<file path="src/rtl/sb_ring_buffer.sv">
// -----------------------------------------------------------------------------
// sb_ring_buffer - parametrised issue/commit scoreboard ring buffer.
//
// Allocates transaction IDs in program order at the tail. It collects
// out-of-order writebacks from NR_WB_PORTS functional-unit ports and retires
// entries in order from the head. It also offers busy/forwarding lookup for
// two source registers.
//
// Ports:
//   clk_i, rst_ni        clock, synchronous active-low reset
//   flush_i              discard every entry (highest priority)
//   issue_*              issue handshake, rd, immediate; issue_trans_id_o = tail
//   wb_*                 per-port writeback strobe, ID, result, exception
//   commit_*             head entry view and acknowledge
//   rsN_addr_i           lookup address; rsN_busy_o / rsN_fwd_valid_o / rsN_fwd_o
//   full_o               all NR_ENTRIES slots allocated
//
// Optional feature macro: SB_WB_BYPASS_EN
//   When defined, the lookup also sees same-cycle writebacks to the youngest
//   matching entry. Commit stays purely registered.
// -----------------------------------------------------------------------------
module sb_ring_buffer #(
    parameter int NR_ENTRIES  = 8,
    parameter int NR_WB_PORTS = 4,
    parameter int DATA_W      = 64,
    localparam int TRANS_ID_W = $clog2(NR_ENTRIES)
) (
    input  logic                            clk_i,
    input  logic                            rst_ni,
    input  logic                            flush_i,
    input  logic                            issue_valid_i,
    output logic                            issue_ready_o,
    input  logic [4:0]                      issue_rd_i,
    input  logic [DATA_W-1:0]               issue_data_i,
    output logic [TRANS_ID_W-1:0]           issue_trans_id_o,
    input  logic [NR_WB_PORTS-1:0]          wb_valid_i,
    input  logic [NR_WB_PORTS*TRANS_ID_W-1:0] wb_trans_id_i,
    input  logic [NR_WB_PORTS*DATA_W-1:0]   wb_result_i,
    input  logic [NR_WB_PORTS-1:0]          wb_ex_i,
    output logic                            commit_valid_o,
    input  logic                            commit_ack_i,
    output logic [TRANS_ID_W-1:0]           commit_trans_id_o,
    output logic [4:0]                      commit_rd_o,
    output logic [DATA_W-1:0]               commit_result_o,
    output logic                            commit_ex_o,
    input  logic [4:0]                      rs1_addr_i,
    input  logic [4:0]                      rs2_addr_i,
    output logic                            rs1_busy_o,
    output logic                            rs2_busy_o,
    output logic                            rs1_fwd_valid_o,
    output logic                            rs2_fwd_valid_o,
    output logic [DATA_W-1:0]               rs1_fwd_o,
    output logic [DATA_W-1:0]               rs2_fwd_o,
    output logic                            full_o
);

    localparam logic [TRANS_ID_W:0]   FULL_CNT = (TRANS_ID_W+1)'(NR_ENTRIES);
    localparam logic [TRANS_ID_W:0]   CNT_ONE  = (TRANS_ID_W+1)'(1);
    localparam logic [TRANS_ID_W-1:0] PTR_ONE  = TRANS_ID_W'(1);

    logic [NR_ENTRIES-1:0]  alloc_q, alloc_d, done_q, done_d, ex_q, ex_d;
    logic [4:0]             rd_q     [NR_ENTRIES];
    logic [4:0]             rd_d     [NR_ENTRIES];
    logic [DATA_W-1:0]      result_q [NR_ENTRIES];
    logic [DATA_W-1:0]      result_d [NR_ENTRIES];
    logic [TRANS_ID_W-1:0]  head_q, head_d, tail_q, tail_d;
    logic [TRANS_ID_W:0]    cnt_q, cnt_d;

    logic                   issue_fire_s, commit_fire_s;
    logic [NR_ENTRIES-1:0]  wb_hit_s, wb_ex_s;
    logic [DATA_W-1:0]      wb_res_s [NR_ENTRIES];

    logic                   lk_busy_s  [2];
    logic                   lk_fwdv_s  [2];
    logic [DATA_W-1:0]      lk_fwd_s   [2];

    assign full_o            = (cnt_q == FULL_CNT);
    assign issue_ready_o     = !full_o && !flush_i;
    assign issue_trans_id_o  = tail_q;
    assign issue_fire_s      = issue_valid_i && issue_ready_o;
    assign commit_valid_o    = alloc_q[head_q] && done_q[head_q];
    assign commit_fire_s     = commit_valid_o && commit_ack_i;
    assign commit_trans_id_o = head_q;
    assign commit_rd_o       = rd_q[head_q];
    assign commit_result_o   = result_q[head_q];
    assign commit_ex_o       = ex_q[head_q];

    assign rs1_busy_o        = lk_busy_s[0];
    assign rs1_fwd_valid_o   = lk_fwdv_s[0];
    assign rs1_fwd_o         = lk_fwd_s[0];
    assign rs2_busy_o        = lk_busy_s[1];
    assign rs2_fwd_valid_o   = lk_fwdv_s[1];
    assign rs2_fwd_o         = lk_fwd_s[1];

    // Resolve writebacks per entry; ascending scan so the lowest port wins.
    always_comb begin
        wb_hit_s = '0;
        wb_ex_s  = '0;
        for (int e = 0; e < NR_ENTRIES; e++) begin
            wb_res_s[e] = '0;
            for (int p = 0; p < NR_WB_PORTS; p++) begin
                if (wb_valid_i[p] && !wb_hit_s[e] &&
                    (wb_trans_id_i[p*TRANS_ID_W +: TRANS_ID_W] == TRANS_ID_W'(e))) begin
                    wb_hit_s[e] = 1'b1;
                    wb_ex_s[e]  = wb_ex_i[p];
                    wb_res_s[e] = wb_result_i[p*DATA_W +: DATA_W];
                end else begin
                    // a lower port already claimed this entry, or no match
                end
            end
        end
    end

    // Next-state: flush overrides writeback, commit and issue.
    always_comb begin
        alloc_d  = alloc_q;
        done_d   = done_q;
        ex_d     = ex_q;
        rd_d     = rd_q;
        result_d = result_q;
        head_d   = head_q;
        tail_d   = tail_q;
        cnt_d    = cnt_q;
        if (flush_i) begin
            alloc_d = '0;
            done_d  = '0;
            head_d  = '0;
            tail_d  = '0;
            cnt_d   = '0;
        end else begin
            // Only allocated entries accept a writeback; the slot being
            // issued this cycle is not yet allocated and so ignores it.
            for (int e = 0; e < NR_ENTRIES; e++) begin
                if (wb_hit_s[e] && alloc_q[e]) begin
                    done_d[e]   = 1'b1;
                    ex_d[e]     = wb_ex_s[e];
                    result_d[e] = wb_res_s[e];
                end else begin
                    // entry untouched this cycle
                end
            end
            if (commit_fire_s) begin
                alloc_d[head_q] = 1'b0;
                done_d[head_q]  = 1'b0;
                head_d          = head_q + PTR_ONE;
            end else begin
                head_d = head_q;
            end
            if (issue_fire_s) begin
                alloc_d[tail_q]  = 1'b1;
                done_d[tail_q]   = 1'b0;
                ex_d[tail_q]     = 1'b0;
                rd_d[tail_q]     = issue_rd_i;
                result_d[tail_q] = issue_data_i;
                tail_d           = tail_q + PTR_ONE;
            end else begin
                tail_d = tail_q;
            end
            case ({issue_fire_s, commit_fire_s})
                2'b10:   cnt_d = cnt_q + CNT_ONE;
                2'b01:   cnt_d = cnt_q - CNT_ONE;
                default: cnt_d = cnt_q;
            endcase
        end
    end

    // Youngest-producer lookup: walk oldest to youngest from head so the
    // last allocated match wins, which honours pointer wrap.
    always_comb begin
        for (int r = 0; r < 2; r++) begin
            logic [4:0]            addr;
            logic                  match;
            logic [TRANS_ID_W-1:0] idx;
            logic [TRANS_ID_W-1:0] pos;
            addr  = (r == 0) ? rs1_addr_i : rs2_addr_i;
            match = 1'b0;
            idx   = '0;
            for (int i = 0; i < NR_ENTRIES; i++) begin
                pos = head_q + TRANS_ID_W'(i);
                if (alloc_q[pos] && (rd_q[pos] == addr)) begin
                    match = 1'b1;
                    idx   = pos;
                end else begin
                    // not a producer of addr
                end
            end
            if (match && (addr != 5'd0)) begin
                lk_busy_s[r] = !done_q[idx];
                lk_fwdv_s[r] = done_q[idx];
                lk_fwd_s[r]  = done_q[idx] ? result_q[idx] : '0;
`ifdef SB_WB_BYPASS_EN
                if (wb_hit_s[idx]) begin
                    lk_busy_s[r] = 1'b0;
                    lk_fwdv_s[r] = 1'b1;
                    lk_fwd_s[r]  = wb_res_s[idx];
                end else begin
                    // no same-cycle writeback for this producer
                end
`endif
            end else begin
                lk_busy_s[r] = 1'b0;
                lk_fwdv_s[r] = 1'b0;
                lk_fwd_s[r]  = '0;
            end
        end
    end

    // State register with synchronous active-low reset.
    always_ff @(posedge clk_i) begin
        if (!rst_ni) begin
            alloc_q <= '0;
            done_q  <= '0;
            ex_q    <= '0;
            head_q  <= '0;
            tail_q  <= '0;
            cnt_q   <= '0;
            for (int e = 0; e < NR_ENTRIES; e++) begin
                rd_q[e]     <= 5'd0;
                result_q[e] <= '0;
            end
        end else begin
            alloc_q  <= alloc_d;
            done_q   <= done_d;
            ex_q     <= ex_d;
            head_q   <= head_d;
            tail_q   <= tail_d;
            cnt_q    <= cnt_d;
            rd_q     <= rd_d;
            result_q <= result_d;
        end
    end

endmodule

</file>
<file path="config.mk">
export PLATFORM = sky130hd
export DESIGN_NAME = sb_ring_buffer
export DESIGN_NICKNAME = d
export VERILOG_FILES = /design/src/rtl/sb_ring_buffer.sv
export SDC_FILE = /design/constraint.sdc
export NUM_CORES = 2
export LEC_CHECK = 0
export BUFFER_PORTS_ARGS = -buffer_cell sky130_fd_sc_hd__clkbuf_2
export CAP_MARGIN = 20
export CORE_UTILIZATION = 46
export CTS_BUF_LIST = sky130_fd_sc_hd__clkbuf_8
export DETAILED_ROUTE_END_ITERATION = 10
export SYNTH_ARGS = -nofsm -noshare
export SYNTH_HDL_FRONTEND = slang
export SYNTH_SLANG_ARGS = --single-unit
</file>
<file path="constraint.sdc">
create_clock -name clk_i -period 16.05 [get_ports clk_i]
set_clock_uncertainty 0.15 [all_clocks]
set_input_delay 3.21 -clock clk_i [delete_from_list [all_inputs] [get_ports clk_i]]
set_output_delay 3.21 -clock clk_i [all_outputs]
set_load 0.01 [all_outputs]
</file>
**Word-level counts from Yosys, hierarchy flattened**

Index checks and enable logic that the tools add are counted.

- Output and inout port bits: 211
- Bits in registers: 586

- Muxes and demuxes: 260
- Magnitude comparators: 25
- Add/subtract/negate cells: 10
- Bitwise operators: 20
- Equal/unequal tests: 47
- Reduce and logical (&&, ||, !) cells: 126

Operators with widths:

| cell | number |
|---|---|
| 2-to-1 mux 64 bit | 59 |
| binary-select mux 64 bit (select 3 bit) | 3 |
| bitwise mux 512 bit | 1 |
| 2-to-1 mux 512 bit | 1 |
| demux 64 bit (select 3 bit) | 1 |
| 2-to-1 mux 1 bit | 130 |
| binary-select mux 5 bit (select 3 bit) | 8 |
| logical AND 1 bit | 89 |
| 2-to-1 mux 5 bit | 17 |
| equality test 5 bit | 16 |
| 2-to-1 mux 8 bit | 7 |
| equality test 3 bit, second input constant | 16 |
| 2-to-1 mux 3 bit | 16 |
| >= comparator 4 bit, second input constant | 11 |
| < comparator 3 x 4 -> 1 bit, second input constant | 11 |
| NOT 3 -> 4 bit | 11 |
| bitwise mux 40 bit | 1 |
| binary-select mux 1 bit (select 3 bit) | 12 |
| AND 8 bit | 4 |
| zero test 1 bit | 28 |
| equality test 3 x 2 -> 1 bit, second input constant | 8 |
| NOT 8 bit | 2 |
| demux 5 bit (select 3 bit) | 1 |
| adder 3 bit, second input constant | 4 |
| 19 further kinds | 31 |

**Depth between registers and ports, before layout**

- Depth in word-level cells: 23
- Gate-level depth with buffers: 23
- Depth with buffers taken out: 13

**Least setup slack after synthesis**

Ideal clock, no wire load.

- Kind: in2out
- From: input rs2_addr_i[2]
- To: output rs2_fwd_o[4]
- Cell stages on the path: 14
- Buffers on the path: 3
- Path slack: 6410 ps
- Data arrival time: 6280 ps
- Cell sequence: clkbuf_1 clkinv_1 a22oi_1 o22ai_1 nor4b_2 a22oi_1 or4_4 a21oi_4 or2_1 buf_4 buf_2 nand2_1 a32o_1 nor4_1

- Cells in the longest elaborated chain, start to end: 16
- Elaborated cells between the ends (all ways): 42
- Those cells by class: eq/ne (8); mux (23); bitwise (1); reduce/logical (10)

Ends and longest elaborated chain:

| item | RTL line | source |
|---|---|---|
| from (decl) | 47 | `input logic [4:0] rs2_addr_i,` |
| equality test 5 bit | 180 | `if (alloc_q[pos] && (rd_q[pos] == addr)) begin` |
| logical AND 1 bit | 180 |  |
| 2-to-1 mux 3 bit (8 in series) | 180 |  |
| NOT 3 -> 4 bit (not written as such) | 190 | `lk_fwd_s[r] = done_q[idx] ? result_q[idx] : '0;` |
| binary-select mux 64 bit (select 3 bit) | 190 |  |
| 2-to-1 mux 64 bit (not written as such) (2 in series) | 190 |  |
| 2-to-1 mux 64 bit | 190 |  |
| 2-to-1 mux 64 bit (*) | 187 | `if (match && (addr != 5'd0)) begin` |
| to (decl) | 53 | `output logic [DATA_W-1:0] rs2_fwd_o,` |

Every way passes the cells marked *; elsewhere a longest branch is shown, timed or not. The select of a mux whose other input is x is not followed.

**Worst setup path after layout**

- From: register head_q[2], in the netlist commit_trans_id_o[2]
- To: output rs1_fwd_o[6]

- Cells in the longest elaborated chain, start to end: 20
- Elaborated cells between the ends (all ways): 96
- Those cells by class: add/sub (7); eq/ne (8); mux (63); bitwise (9); reduce/logical (9)

Ends and longest elaborated chain:

| item | RTL line | source |
|---|---|---|
| from (decl) | 66 | `logic [TRANS_ID_W-1:0] head_q, head_d, tail_q, tail_d;` |
| from (signal assigned) | 214 | `head_q <= '0;` |
| from (signal assigned) | 225 | `head_q <= head_d;` |
| adder 3 x 1 -> 3 bit / NOT 3 -> 4 bit (equally long branches) | 179, 180 |  |
| NOT 3 -> 4 bit (not written as such) / binary-select mux 5 bit (select 3 bit) (equally long branches) | 180 |  |
| binary-select mux 5 bit (select 3 bit) / 2-to-1 mux 5 bit (equally long branches) | 180 |  |
| 2-to-1 mux 5 bit (not written as such) | 180 |  |
| 2-to-1 mux 5 bit (not written as such) / equality test 5 bit (equally long branches) | 180 |  |
| equality test 5 bit / logical AND 1 bit (equally long branches) | 180 |  |
| logical AND 1 bit / 2-to-1 mux 3 bit (equally long branches) | 180 |  |
| 2-to-1 mux 3 bit (7 in series) | 180 |  |
| NOT 3 -> 4 bit (not written as such) | 190 |  |
| binary-select mux 64 bit (select 3 bit) | 190 |  |
| 2-to-1 mux 64 bit (not written as such) (2 in series) | 190 |  |
| 2-to-1 mux 64 bit | 190 |  |
| 2-to-1 mux 64 bit (*) | 187 |  |
| to (decl) | 52 | `output logic [DATA_W-1:0] rs1_fwd_o,` |

Marked as above.

==> results.md <==
## Clock tree
* 3 — H-tree depth
* 108 — number of buffers created by CTS
* 820 ps — clk_lat worst skew
* 0 — buffers inserted by post-CTS timing repair
* 0 — cts repair resizes
* 0 — CTS Hold Buffers Added
* yes — CTS tree
* clkbuf_8 — CTS root buffer
* 586 — number of sinks driven by the clock tree
* 3 — maximum clock path buffer count
* 60 ps — clock input transition at the sequential cells of the worst setup and hold paths

## Synth
* 586 — flops & latches, synth
* 0 — Synthesis Warnings
* dfxtp_1 — library cell with the largest summed area after synthesis
* 21.9% — proportion of synthesized chip area in sequential cells
* nor2_1 — most frequent cell after synthesis
* 0 — number of enable-type register cells in the synthesized netlist
* 99 — Cell variety after synth
* 8.33 um2 — synthesized area per cell
* 6435 — Syn Inst Count
* dfxtp_1 (22%), mux4_2 (13%), a22oi_1 (9.2%) — top post-synthesis cells by area
* 53600 um2 — Cell Area, Synth
* 21.9% — proportion of netlist area held by the largest area contributor
* nor2_1 (954), a22oi_1 (656), clkbuf_1 (620) — leading cell types by count after synthesis
* 0% — share of async-settable or async-resettable flops after synthesis
* 6806 — Post-Synthesis Net Count
* dfxtp_1 — most used flip-flop cell after synthesis

## Route
* 0 — number of nets still failing antenna checks after routing
* 11400 — number of DRC markers in iteration 0
* 37.8 um — mean routed wirelength per cell
* 7 — count of TritonRoute iterations in the first routing pass
* 7.88 — post-DR vias/cell
* 298000 um — total wire length after detailed routing
* 62100 — number of vias in the routed layout
* 0 — drc violations

## Global routing
* 48.5% — overall fraction of global-route tracks in use
* 416000 um — wire length of the first global-routing pass
* 56600 — via count of the first global-routing pass
* 98 — antenna violations before repair
* 0 — Remaining Overflow, GRT
* 160 — maximum number of pins on one net before global-route repair

## Layout
* 11100 — total of fill cells in the finished design
* 6587 — total number of nets in the final design
* 24.9% — share of post-route cells with drive strength above 1
* 8.38% — synth-to-layout area growth

## Floorplan
* 343 um — Die H
* 571 — count of boundary I/O pins
* 124 — Row Count
* 115000 um2 — Floorplan Core Area
* 343 um — Die X
* 118000 um2 — die area
* 46.6% — starting density of the core

## Setup path
* buf_4 — cell repeated most along the worst path
* commit_trans_id_o[2] — CP startpoint
* 1150 ps — delay of the slowest cell on the worst path
* 4 — number of buffer and inverter stages on the critical path
* commit_trans_id_o[0] — worst reg2reg path startpoint
* output port — crit end category
* cnt_q[3] — r2r endpoint
* reg -> out — critical setup path kind
* 9440 ps — data arrival time of the critical path
* 43 — largest driver fanout on the critical path
* ha_1 — worst-path cell with the longest stage delay
* 12690 ps — WP data required
* 11520 ps — register-to-register setup slack
* rs1_fwd_o[6] — endpoint of the most critical setup path
* 12 — depth of the worst register-to-register path
* buffers and inverters — Largest delay share family, worst path
* flop — nature of the critical path startpoint
* inv_4, ha_1, mux4_2, mux2i_4, xnor2_1, or4_1, mux2_2, o21ai_0, a41o_4, buf_4, nand3_1, nand3b_4, buf_4, a211oi_1, clkbuf_2 — worst path cell trace
* 15 — Crit path depth

## Timing
* 78.1 MHz — highest attainable clock frequency
* 1370 ps — pin slew with the least headroom to its limit
* false — RSZ-0062 raised after global routing
* 0 ps — total negative slack
* 0 — Finish-stage setup viols
* 0 — number of pins exceeding their max-slew limit in the final report
* 8.93% — tightest slew margin relative to the limit
* 0 — final hold violation count
* 79.8% — part of the cycle the worst path needs
* 12800 ps — Final min period

## Power and ir drop
* 0.0565 mV — maximum resistive drop on vdd
* 63.9 nW/um2 — power density normalized to cell area
* 3.71 mW — overall power consumption
* 20.3 nW — static leakage power

## Outcome
* complete, no violations — run status

## Flow run
* 0 — Max-cap violations

## Worst hold path
* reg -> reg — worst hold path class
* cnt_q[3] — hold path startpoint

## Placed design
* 167000 um — DPL Wire Length
* 570 — number of port buffers
* 0.939 — placer congestion estimate

## routing by layer
metal | GRT usage [%] | vias to the layer above | share of wire, %
met1 | 61.1 | 29500 | 36
met2 | 66.6 | 6128 | 39
met3 | 20.9 | 1764 | 16
li1 | - | 24700 | -
met4 | 32.5 | 68 | 8.2
met5 | 0.441 | - | 0.16
## metrics by stage
stage | area, um2 | utilization [%] | hold slack [ps] | instances | setup WS, ps
floorplan | 53600 | - | 299 | 6435 | 6410
global placement | 55500 | 48.3 | 318 | 7616 | 3990
detailed placement | 55500 | 48.3 | 325 | 7616 | 3890
CTS | 57900 | 50.4 | 333 | 7816 | 3730
global route | 58000 | 50.5 | 369 | 7860 | 3310
finish | 58100 | 50.5 | 334 | 7884 | 3250
## tightest hold or removal path, delay by kind of cell, from the launching register on
kind / cells / cell delay, ps
flops: 1 / 310
compound gates: 2 / 130
## state kept, by name, indices dropped and copies added, names as in the netlist
| name | cells |
|---|---|
| alloc_q | 8 |
| commit_trans_id_o | 3 |
| cnt_q | 4 |
| rd_q | 40 |
| ex_q | 8 |
| result_q | 512 |
| issue_trans_id_o | 3 |
| done_q | 8 |
## cells in the final DEF, fill, tap and decap left out, drive strengths merged, types with 141 or more instances in the layout
cell	netlist	layout
a22oi	656	656
nor2	957	957
a21oi	237	237
buf	309	141
dfxtp	586	586
clkbuf	729	715
a221oi	408	408
mux4	307	307
nand2	502	502
a221o	303	303
o21ai	287	287
mux2i	196	196
## worst min-delay path by stage
stage	slack, ps	endpoint	cells past startpoint
floorplan	300	result_q[22]	2
global placement	320	cnt_q[3]	2
detailed placement	330	ex_q[2]	2
CTS	330	ex_q[2]	2
global route	370	result_q[9]	2
finish	330	cnt_q[3]	2
## cell families after synthesis
kind of cell / Yosys count / synth area share (%)
AOI/OAI and AO/OA: 2363 / 34.5
and+or+nand+nor: 1692 / 13.7
muxes: 643 / 19.7
xor gates and xnor gates: 78 / 1.31
buffers and inverters: 1062 / 8.62
adders and majority gates: 11 / 0.271
DFF: 586 / 21.9
## power breakdown
part | switching [mW] | leakage (nW) | internal, mW
combinational | 0.441 | 14.2 | 0.174
sequential | 0.00866 | 4.72 | 1.46
clock | 0.764 | 1.34 | 0.865
total | 1.21 | 20.3 | 2.50
## layout make-up
type | instances | area (um2) | area share, %
Timing Repair Buffer | 709 | 4030 | 6.93
Tap cell | 1512 | 1890 | 3.26
Clock inverter | 53 | 339 | 0.584
Sequential cell | 586 | 11700 | 20.2
Clock buffer | 147 | 2020 | 3.48
Inverter | 24 | 95.1 | 0.164
Multi-Input combinational cell | 4787 | 37800 | 65.1
Antenna cell | 66 | 165 | 0.284
Note: power is estimated with default switching activity, not from simulation.
